`config.mk`:
```
export PLATFORM = sky130hd
export DESIGN_NAME = raster_stamp_unpacker
export DESIGN_NICKNAME = d
export VERILOG_FILES = /design/src/rtl/raster_stamp_unpacker_pkg.sv /design/src/rtl/raster_stamp_unpacker_ebuf.sv /design/src/rtl/raster_stamp_unpacker.sv
export SDC_FILE = /design/constraint.sdc
export NUM_CORES = 1
export LEC_CHECK = 0
export ABC_AREA = 1
export BUFFER_PORTS_ARGS = -buffer_cell sky130_fd_sc_hd__clkbuf_2
export CORE_ASPECT_RATIO = 0.7
export CORE_MARGIN = 2
export CORE_UTILIZATION = 51
export CTS_BUF_LIST = sky130_fd_sc_hd__clkbuf_2 sky130_fd_sc_hd__clkbuf_4 sky130_fd_sc_hd__clkbuf_8
export DETAILED_ROUTE_END_ITERATION = 8
export PLACE_DENSITY = 0.84
export SLEW_MARGIN = 0
export SYNTH_ARGS = -nofsm -noshare
export SYNTH_HDL_FRONTEND = slang
export SYNTH_SLANG_ARGS = --single-unit
```
`constraint.sdc`:
```
create_clock -name clk -period 6.54 [get_ports clk]
set_input_delay 0.981 -clock clk [delete_from_list [all_inputs] [get_ports clk]]
set_output_delay 0.981 -clock clk [all_outputs]
set_load 0.02 [all_outputs]
```
`src/rtl/raster_stamp_unpacker_pkg.sv`:
```
// rtl/raster_stamp_unpacker_pkg.sv - shared stamp type, state encoding and sizing helper for the raster stamp unpacker
package raster_stamp_unpacker_pkg;

    typedef struct packed {
        logic [11:0] pos_x;
        logic [11:0] pos_y;
        logic [3:0]  mask;
        logic [3:0]  pid;
    } raster_stamp_t;

    localparam int RASTER_STAMP_BITS        = $bits(raster_stamp_t);
    localparam int RASTER_UNPACK_STATE_BITS = 2;

    typedef enum logic [RASTER_UNPACK_STATE_BITS-1:0] {
        IDLE  = 2'd0,
        DRAIN = 2'd1,
        DONE  = 2'd2
    } unpack_state_e;

    // Lane index width; a single-lane bus still carries a 1-bit lane field.
    function automatic int lane_bits(input int n);
        return (n > 1) ? $clog2(n) : 1;
    endfunction

endpackage

```
`src/rtl/raster_stamp_unpacker_ebuf.sv`:
```
// rtl/raster_stamp_unpacker_ebuf.sv - elastic input buffer (circular FIFO) ahead of the unpacker FSM
module raster_stamp_unpacker_ebuf #(
    parameter int DATAW = 8,
    parameter int DEPTH = 2
) (
    input  logic             clk,
    input  logic             reset,
    input  logic             in_valid,
    output logic             in_ready,
    input  logic [DATAW-1:0] in_data,
    output logic             out_valid,
    input  logic             out_ready,
    output logic [DATAW-1:0] out_data
);

    localparam int PTRW = (DEPTH > 1) ? $clog2(DEPTH) : 1;
    localparam int CNTW = $clog2(DEPTH + 1);
    localparam logic [PTRW-1:0] PTR_LAST = PTRW'(DEPTH - 1);
    localparam logic [CNTW-1:0] CNT_FULL = CNTW'(DEPTH);

    logic [DATAW-1:0] mem [DEPTH];
    logic [PTRW-1:0]  wr_ptr;
    logic [PTRW-1:0]  rd_ptr;
    logic [CNTW-1:0]  count;
    logic             push;
    logic             pop;

    // Ready is forced low while reset is held so no packet is taken during reset.
    assign in_ready  = reset && (count != CNT_FULL);
    assign out_valid = (count != '0);
    assign out_data  = mem[rd_ptr];
    assign push      = in_valid && in_ready;
    assign pop       = out_valid && out_ready;

    // Pointer and occupancy tracking; reset empties the buffer.
    always_ff @(posedge clk or negedge reset) begin
        if (!reset) begin
            wr_ptr <= '0;
            rd_ptr <= '0;
            count  <= '0;
        end else begin
            if (push) wr_ptr <= (wr_ptr == PTR_LAST) ? '0 : wr_ptr + PTRW'(1);
            if (pop)  rd_ptr <= (rd_ptr == PTR_LAST) ? '0 : rd_ptr + PTRW'(1);
            case ({push, pop})
                2'b10:   count <= count + CNTW'(1);
                2'b01:   count <= count - CNTW'(1);
                default: count <= count;
            endcase
        end
    end

    // Storage needs no reset: entries are only read while counted as occupied.
    always_ff @(posedge clk) begin
        if (push) mem[wr_ptr] <= in_data;
    end

endmodule

```
`src/rtl/raster_stamp_unpacker.sv`:
```
// rtl/raster_stamp_unpacker.sv - replays NUM_LANES-stamp bus packets one stamp per cycle; optional RASTER_UNPACK_PERF_EN counters
module raster_stamp_unpacker
    import raster_stamp_unpacker_pkg::*;
#(
    parameter int NUM_LANES = 4,
    parameter int IN_BUF    = 2
`ifdef RASTER_UNPACK_PERF_EN
    , parameter int PERF_CTR_BITS = 44
`endif
    , localparam int LANE_BITS = lane_bits(NUM_LANES)
    , localparam int REQ_BITS  = NUM_LANES * RASTER_STAMP_BITS + 1
) (
    input  logic                         clk,
    input  logic                         reset,
    // req_data = {stamp[NUM_LANES-1], ..., stamp[0], done}
    input  logic                         req_valid,
    output logic                         req_ready,
    input  logic [REQ_BITS-1:0]          req_data,
    output logic                         stamp_valid,
    output logic [RASTER_STAMP_BITS-1:0] stamp_data,
    output logic [LANE_BITS-1:0]         stamp_lane,
    output logic                         stamp_last,
    input  logic                         stamp_ready,
    output logic                         done_out,
    input  logic                         done_clear
`ifdef RASTER_UNPACK_PERF_EN
    , output logic [PERF_CTR_BITS-1:0]   perf_stamps
    , output logic [PERF_CTR_BITS-1:0]   perf_stalls
`endif
);

    localparam logic [LANE_BITS-1:0] LANE_LAST = LANE_BITS'(NUM_LANES - 1);

    logic                buf_valid;
    logic                buf_ready;
    logic [REQ_BITS-1:0] buf_data;

    generate
        if (IN_BUF > 0) begin : g_buf
            raster_stamp_unpacker_ebuf #(
                .DATAW (REQ_BITS),
                .DEPTH (IN_BUF)
            ) u_ebuf (
                .clk       (clk),
                .reset     (reset),
                .in_valid  (req_valid),
                .in_ready  (req_ready),
                .in_data   (req_data),
                .out_valid (buf_valid),
                .out_ready (buf_ready),
                .out_data  (buf_data)
            );
        end else begin : g_direct
            assign buf_valid = req_valid;
            assign buf_data  = req_data;
            assign req_ready = buf_ready && reset;
        end
    endgenerate

    unpack_state_e       state;
    unpack_state_e       next_state;
    logic [LANE_BITS-1:0] lane_cnt;
    raster_stamp_t       hold [NUM_LANES];
    logic                in_done;
    logic                at_last;
    logic                stamp_fire;
    logic                accept;

    assign in_done    = buf_data[0];
    assign at_last    = (lane_cnt == LANE_LAST);
    assign stamp_fire = stamp_valid && stamp_ready;
    assign accept     = buf_valid && buf_ready;
    assign stamp_data = hold[lane_cnt];
    assign stamp_lane = lane_cnt;
    assign stamp_last = stamp_valid && at_last;

    // Next state and handshake outputs; a new packet may chain in on the last stamp.
    always_comb begin
        next_state  = state;
        buf_ready   = 1'b0;
        stamp_valid = 1'b0;
        case (state)
            IDLE: begin
                buf_ready = 1'b1;
                if (accept) next_state = in_done ? DONE : DRAIN;
            end
            DRAIN: begin
                stamp_valid = 1'b1;
                if (stamp_ready && at_last) begin
                    buf_ready = 1'b1;
                    if (accept) next_state = in_done ? DONE : DRAIN;
                    else        next_state = IDLE;
                end
            end
            DONE: begin
                if (done_clear) next_state = IDLE;
            end
            default: next_state = IDLE;
        endcase
    end

    // State register; done_out is high exactly while parked in DONE.
    always_ff @(posedge clk or negedge reset) begin
        if (!reset) begin
            state    <= IDLE;
            done_out <= 1'b0;
        end else begin
            state    <= next_state;
            done_out <= (next_state == DONE);
        end
    end

    // Lane counter steps on each consumed stamp and wraps after the last lane.
    always_ff @(posedge clk or negedge reset) begin
        if (!reset) begin
            lane_cnt <= '0;
        end else if (stamp_fire) begin
            lane_cnt <= at_last ? '0 : lane_cnt + LANE_BITS'(1);
        end
    end

    // Holding register captures the stamps of data packets; done packets leave it untouched.
    always_ff @(posedge clk or negedge reset) begin
        if (!reset) begin
            for (int i = 0; i < NUM_LANES; i++) hold[i] <= '0;
        end else if (accept && !in_done) begin
            for (int i = 0; i < NUM_LANES; i++)
                hold[i] <= buf_data[1 + i*RASTER_STAMP_BITS +: RASTER_STAMP_BITS];
        end
    end

`ifdef RASTER_UNPACK_PERF_EN
    // Delivered-stamp and consumer-stall counters, wrapping at full width.
    always_ff @(posedge clk or negedge reset) begin
        if (!reset) begin
            perf_stamps <= '0;
            perf_stalls <= '0;
        end else begin
            if (stamp_fire)                 perf_stamps <= perf_stamps + PERF_CTR_BITS'(1);
            if (stamp_valid && !stamp_ready) perf_stalls <= perf_stalls + PERF_CTR_BITS'(1);
        end
    end
`endif

endmodule

```
==> results of run 1 <==
## critical path: cells and delay by family, from the launching register on
family          cells  cell delay (ns)
compound gates      2             0.45
buf+inv             4             1.48
flops               1             0.42
## worst paths after layout
| path | start | end | slack (ns) | cells past startpoint |
|---|---|---|---|---|
| worst max-delay path | stamp_lane[0] | stamp_data[18] | 2.55 | 6 |
| worst min-delay path | reset | hold[25] | 0.32 | 1 |
| worst max register to register | g_buf.u_ebuf.rd_ptr | hold[114] | 2.75 | 7 |
| worst min register to register | hold[90] | hold[90] | 0.48 | 2 |
| max in group asynchronous | reset | stamp_lane[0] | 4.74 | 2 |
| min in group clk | hold[90] | hold[90] | 0.48 | 2 |
## cell usage after synthesis
library cell	count	area share [%]
a21boi_0	2	0.095
a21oi_1	4	0.13
buf_1	6	0.14
buf_2	66	2.1
buf_4	2	0.095
clkbuf_1	30	0.71
dfrtp_1	137	22
edfxtp_1	258	49
ha_1	2	0.16
inv_1	12	0.28
inv_2	1	0.024
nand2_1	658	16
nand3_1	3	0.095
nand4_1	128	5.0
nor2_1	69	1.6
nor2_2	1	0.039
o21ai_0	65	2.0
o22ai_1	32	1.3
or2_2	2	0.079
xnor2_1	2	0.11
xor2_1	1	0.055
## sequential cells by signal, summed over array words and instances (netlist names)
| register | flops |
|---|---|
| hold | 128 |
| state | 2 |
| done_out | 1 |
| stamp_lane | 2 |
| g_buf.u_ebuf.count | 2 |
| g_buf.u_ebuf.rd_ptr | 1 |
| g_buf.u_ebuf.mem | 258 |
| g_buf.u_ebuf.wr_ptr | 1 |
## layer usage
| metal | routed length, µm | GRT usage [%] | vias to the layer above |
|---|---|---|---|
| met4 | 1247 | 9.861 | 6 |
| met1 | 16350 | 34.38 | 5608 |
| met5 | 44 | 0 | - |
| met3 | 4420 | 7.565 | 85 |
| li1 | - | - | 5360 |
| met2 | 18480 | 38.12 | 585 |
## cell families (layout without fill, tap and decap cells)
kind of cell / count (synthesis) / after routing / share of synthesized area [%]
compound gates: 103 / 103 / 3.530
xor+xnor: 3 / 3 / 0.1655
fa+ha+maj: 2 / 2 / 0.1576
buf+inv: 117 / 310 / 3.333
flops: 395 / 395 / 70.38
other cells: 0 / 15 / 0
simple gates: 861 / 861 / 22.44
## cell type report
cell class	instances	area share [%]
multi-input cells	969	23.06
inverters	13	0.3081
flip-flops and latches	395	61.17
clock buffers	102	6.551
clock inverters	10	0.4655
repair buffers	185	5.360
diodes	15	0.2054
well taps	420	2.875
## power by group through the flow
stage | clock network, mW | registers, mW | logic (mW)
2_1_floorplan | 0 | 3.55 | 2.28
3_3_place_gp | 0 | 3.62 | 3.09
3_5_place_dp | 0 | 3.63 | 3.18
4_1_cts | 2.16 | 3.60 | 3.19
5_1_grt | 2.29 | 3.66 | 3.56
6_report | 2.14 | 3.60 | 3.22
==> flow_summary.yaml, run 1 <==
timing:
  fin_ws_ns: 2.554
  timing.hold.ws_ns: 0.3234
  setup_tns_ns: 0
  fmax_mhz: 250.9
  rsz0062_at_grt: "false"
  slew_headroom_pct: 22.83
  finalClockSkew_ns: 0.03167
  finalMaxSlewViolations: 0
  period_minus_slack_ns: 3.986
  setup_viol: 0
  min_period_over_period_pct: 60.95
  worst_pin_slew_ns: 1.158
  hold_viol_final: 0
global_route:
  overflow: 0
  grt_max_degree: 100
  grt_usage_pct: 25.12
  antenna_found_initial: 17
  grt_first_pass_wirelength_um: 62390
  grt_pass1_vias: 11110
floorplanning:
  core_area_um2: 30880
  io_pins: 172
  die_y_um: 151.6
  num_rows: 54
  die_w_um: 214.9
  die_area_um2: 32590
  initial_core_util_pct: 51.43
power:
  comb_power_share_pct: 35.9
  internal_power_mw: 5.355
  p_switching_mw: 3.606
  p_sw_share_pct: 40.24
  leakage_nw: 8.173
  p_total_mw: 8.961
  seq_power_share_pct: 40.2
  peakVddDrop_mv: 0.2668
  pwr-share-clk_pct: 23.9
  power.density_nw_per_um2: 490.3
final_layout:
  fin_nets: 1759
  finish.instance_area_um2: 18280
  area_growth_pct: 15.10
  regArea_um2: 11180
  finalNonFillerCells: 2109
  final_cell_mix: "nand2_1 (656), edfxtp_1 (258), clkbuf_2 (170)"
  drive_gt1_share_pct: 18.28
  n_fill_cell: 2451
  fin_util_pct: 59.19
  layout_commonest_cell: "nand2_1"
  multi_input_area_um2: 4215
cts:
  clock_sinks: 395
  h-tree-depth: 2
  path_clk_slew_ns: 0.07
  post-cts-setup-buffers: 0
  ctsResizeCount: 0
  insertion_delay_ns: 0.64
  cts_buffers: 59
  cts_tree: "yes"
  holdBufCountCts: 0
  cts_root_buf: "clkbuf_8"
  clk_path_buf_depth: 3
placement:
  numPortBuffers: 171
  dp.cells: 1982
  dpl_cell_area_um2: 16960
  place.gp.congestion: 0.8509
  hpwl_um: 25440
  dp_slack_ns: 2.695
setup_path:
  start_kind: "flop"
  crit_top_cell: "buf_4"
  critPathMaxStageDelay_ns: 0.47
  critical_path_class: "flop to output pin"
  cp.required_ns: 5.56
  slowest_stage: "inv_2"
  crit_path_end_kind: "output pin"
  critical_path_arrival_ns: 3.00
  cp_cell_sequence: "buf_4 -> inv_2 -> buf_4 -> o21ai_0 -> o22ai_1 -> clkbuf_2"
  path_max_fanout: 65
logic_synthesis:
  yosysSeqAreaShare_pct: 70.38
  ys_ff_latch: 395
  synth.distinct_cells: 21
  syn_nets: 1617
  ys_warn_count: 0
  syn_avg_cell_area_um2: 10.72
  synth_area_um2: 15880
  synth_cells: 1481
min_path:
  hold_class: "input port to async pin"
detailed_routing:
  dr.pass1.iters: 6
  ant_nets: 0
  drt-initial-drc-count: 1478
  wl_um: 40540
  wl_per_cell_um: 19.22
  drc: 0
  viasPerCell: 5.521
  vias: 11640
outcome:
  status: "completed"
job:
  drv_cap: 0
(Power assumes the default switching activity.)
==> run 2, diff against run 1 <==
--- a/config.mk
+++ b/config.mk
@@ -5,14 +5,14 @@
 export SDC_FILE = /design/constraint.sdc
 export NUM_CORES = 1
 export LEC_CHECK = 0
-export ABC_AREA = 1
+export ABC_AREA = 0
 export BUFFER_PORTS_ARGS = -buffer_cell sky130_fd_sc_hd__clkbuf_2
 export CORE_ASPECT_RATIO = 0.7
 export CORE_MARGIN = 2
 export CORE_UTILIZATION = 51
 export CTS_BUF_LIST = sky130_fd_sc_hd__clkbuf_2 sky130_fd_sc_hd__clkbuf_4 sky130_fd_sc_hd__clkbuf_8
 export DETAILED_ROUTE_END_ITERATION = 8
-export PLACE_DENSITY = 0.84
+export PLACE_DENSITY = 0.81
 export SLEW_MARGIN = 0
 export SYNTH_ARGS = -nofsm -noshare
 export SYNTH_HDL_FRONTEND = slang
==> constraint.sdc (replaced) <==
create_clock -name clk -period 4.1 [get_ports clk]
set_input_delay 0.615 -clock clk [delete_from_list [all_inputs] [get_ports clk]]
set_output_delay 0.615 -clock clk [all_outputs]
set_load 0.02 [all_outputs]
==> flow_summary.yaml, run 2 <==
outcome:
  status: "completed"
logic_synthesis:
  synth_top_area_cell: "edfxtp_1"
  yosys.area.top_type_share_pct: 50.99
  synth-simple-area-share_pct: 0.3294
  synth_top_family_by_area: "multiplexers"
  synthMuxAreaShare_pct: 23.93
  async_reset_ff_share_pct: 34.68
  ys.flop_type: "edfxtp_1"
  synthAdderAreaFrac_pct: 0.1647
  synth.distinct_cells: 26
  synth_area_um2: 15190
  syn_avg_cell_area_um2: 20.31
  synth_cells: 748
  synth_edf_count: 258
  synth-xor-area-share_pct: 0.2882
  synth_area_leaders: "edfxtp_1 (51%), dfrtp_1 (23%), mux2_2 (16%)"
  ys_warn_count: 0
  synthTopCellsByCount: "edfxtp_1 (258), mux2_2 (219), dfrtp_1 (137)"
  synth_compound_area_share_pct: 0.4035
  yosysSeqAreaShare_pct: 73.56
  synthMostInstantiatedCell: "edfxtp_1"
  syn_nets: 884
  ys_ff_latch: 395
final_layout:
  reg.largest.list: "g_buf.u_ebuf.mem: 258 flops, hold: 128 flops"
  drive_gt1_share_pct: 54.04
  regMostFlops: "g_buf.u_ebuf.mem"
  final_cell_mix: "edfxtp_1 (258), mux2_2 (219), clkbuf_2 (170)"
  finalNonFillerCells: 1386
  area_growth_pct: 16.64
  fin_util_pct: 60.94
  layout_commonest_cell: "edfxtp_1"
  largest_reg_flops: 258
  fin_nets: 1092
detailed_routing:
  viasPerCell: 5.333
  wl_per_cell_um: 21.27
  drc: 0
  wl_um: 29480
  drt-initial-drc-count: 459
  dr.pass1.iters: 4
  ant_nets: 0
  vias: 7391
cts:
  cts_root_buf: "clkbuf_8"
  cts_buffers: 57
  ctsResizeCount: 0
  post-cts-setup-buffers: 0
  holdBufCountCts: 1
  insertion_delay_ns: 0.60
  clk_path_buf_depth: 3
  cts_tree: "yes"
  path_clk_slew_ns: 0.06
  h-tree-depth: 2
  clock_sinks: 395
job:
  drv_cap: 0
floorplanning:
  num_rows: 52
  die_area_um2: 31210
  die_w_um: 210.3
  initial_core_util_pct: 52.24
  core_area_um2: 29080
  io_pins: 172
  die_y_um: 148.4
setup_path:
  path_depth: 3
  crit_path_end_kind: "output pin"
  critical_path_class: "flop to output pin"
  crit_family: "flip-flops"
  slowest_stage: "dfrtp_2"
  cp_cell_sequence: "buf_4 -> mux4_2 -> clkbuf_2"
  critical_path_arrival_ns: 2.66
  cp.required_ns: 3.48
  cp_num_buf_inv: 2
  reg2reg_depth: 5
  start_kind: "flop"
  critPathMaxStageDelay_ns: 0.76
  path_max_fanout: 19
timing:
  hold_viol_final: 0
  setup_tns_ns: 0
  finalClockSkew_ns: 0.01944
  timing.hold.ws_ns: 0.2008
  slew_headroom_pct: 26.06
  finalMaxSlewViolations: 0
  min_period_over_period_pct: 79.81
  rsz0062_at_grt: "false"
  period_minus_slack_ns: 3.272
  worst_pin_slew_ns: 1.109
  setup_viol: 0
  fmax_mhz: 305.6
placement:
  hpwl_um: 18190
  dp.cells: 1274
  place.gp.congestion: 0.7763
  numPortBuffers: 171
min_path:
  hold_class: "input port to flop"
  holdPathStages: 1
power:
  leakage_nw: 6.690
  power.density_nw_per_um2: 752.3
  peakVddDrop_mv: 0.4508
global_route:
  grt_usage_pct: 19.46
  grt_max_degree: 78
  overflow: 0
  grt_first_pass_wirelength_um: 45800
  grt_pass1_vias: 8048
  antenna_found_initial: 9
==> run 2: cells by family (layout without fill, tap and decap cells) <==
logic type | Yosys count | count (layout)
flip-flops | 395 | 395
AO/OA/AOI/OAI | 8 | 8
XOR/XNOR | 5 | 5
multiplexers | 291 | 291
adder cells (fa/ha/maj) | 2 | 2
other | 0 | 5
AND/OR/NAND/NOR | 9 | 9
buffers and inverters | 38 | 293
==> run 2: per-layer routing <==
metal	track usage [%]	part of all wire, %
met1	26.47	43
met2	30.17	47
met3	6.313	7.9
met4	6.135	1.9
met5	0	0.16
==> run 2: final timing paths <==
kind / startpoint / to / slack [ns]
max: stamp_lane[0] / stamp_data[17] / 0.83
min: req_data[61] / g_buf.u_ebuf.mem[0][61] / 0.20
max reg2reg: stamp_lane[0] / hold[79] / 1.32
min reg2reg: hold[34] / hold[34] / 0.49
max in group asynchronous: reset / hold[104] / 1.76
min in group asynchronous: reset / g_buf.u_ebuf.wr_ptr / 0.45
==> run 2: cell type report <==
type                    count  area (µm²)
flip-flops and latches    395       11180
fillers                  2102       11360
multi-input cells         315        3835
clock inverters            10       46.29
well taps                 378       473.0
diodes                      5       12.51
clock buffers              96        1134
repair buffers            185        1032
inverters                   2       7.507
==> run 2: worst register-to-register path, stage by stage, from the launching register on <==
cell and delay (ns):
dfrtp_2 0.76, ha_1 0.30, a21boi_1 0.15, nor3b_4 0.28
buf_4 0.69, mux2_2 0.46
==> run 2: power breakdown <==
group	leakage, nW	total (mW)	internal [mW]	switching [mW]
Clock	0.636	3.16	1.73	1.43
Sequential	3.97	5.89	5.35	0.538
Combinational	2.09	4.29	2.20	2.09
Total	6.69	13.3	9.28	4.05
==> run 2: through the flow <==
stage	cell area [µm²]	power, mW	setup slack [ns]
after floorplan	15200	9.075	0.9407
after global placement	16520	10.14	1.410
after detailed placement	16520	10.31	1.292
after CTS	17710	13.51	0.7419
after global routing	17710	14.03	0.6409
final	17720	13.33	0.8279
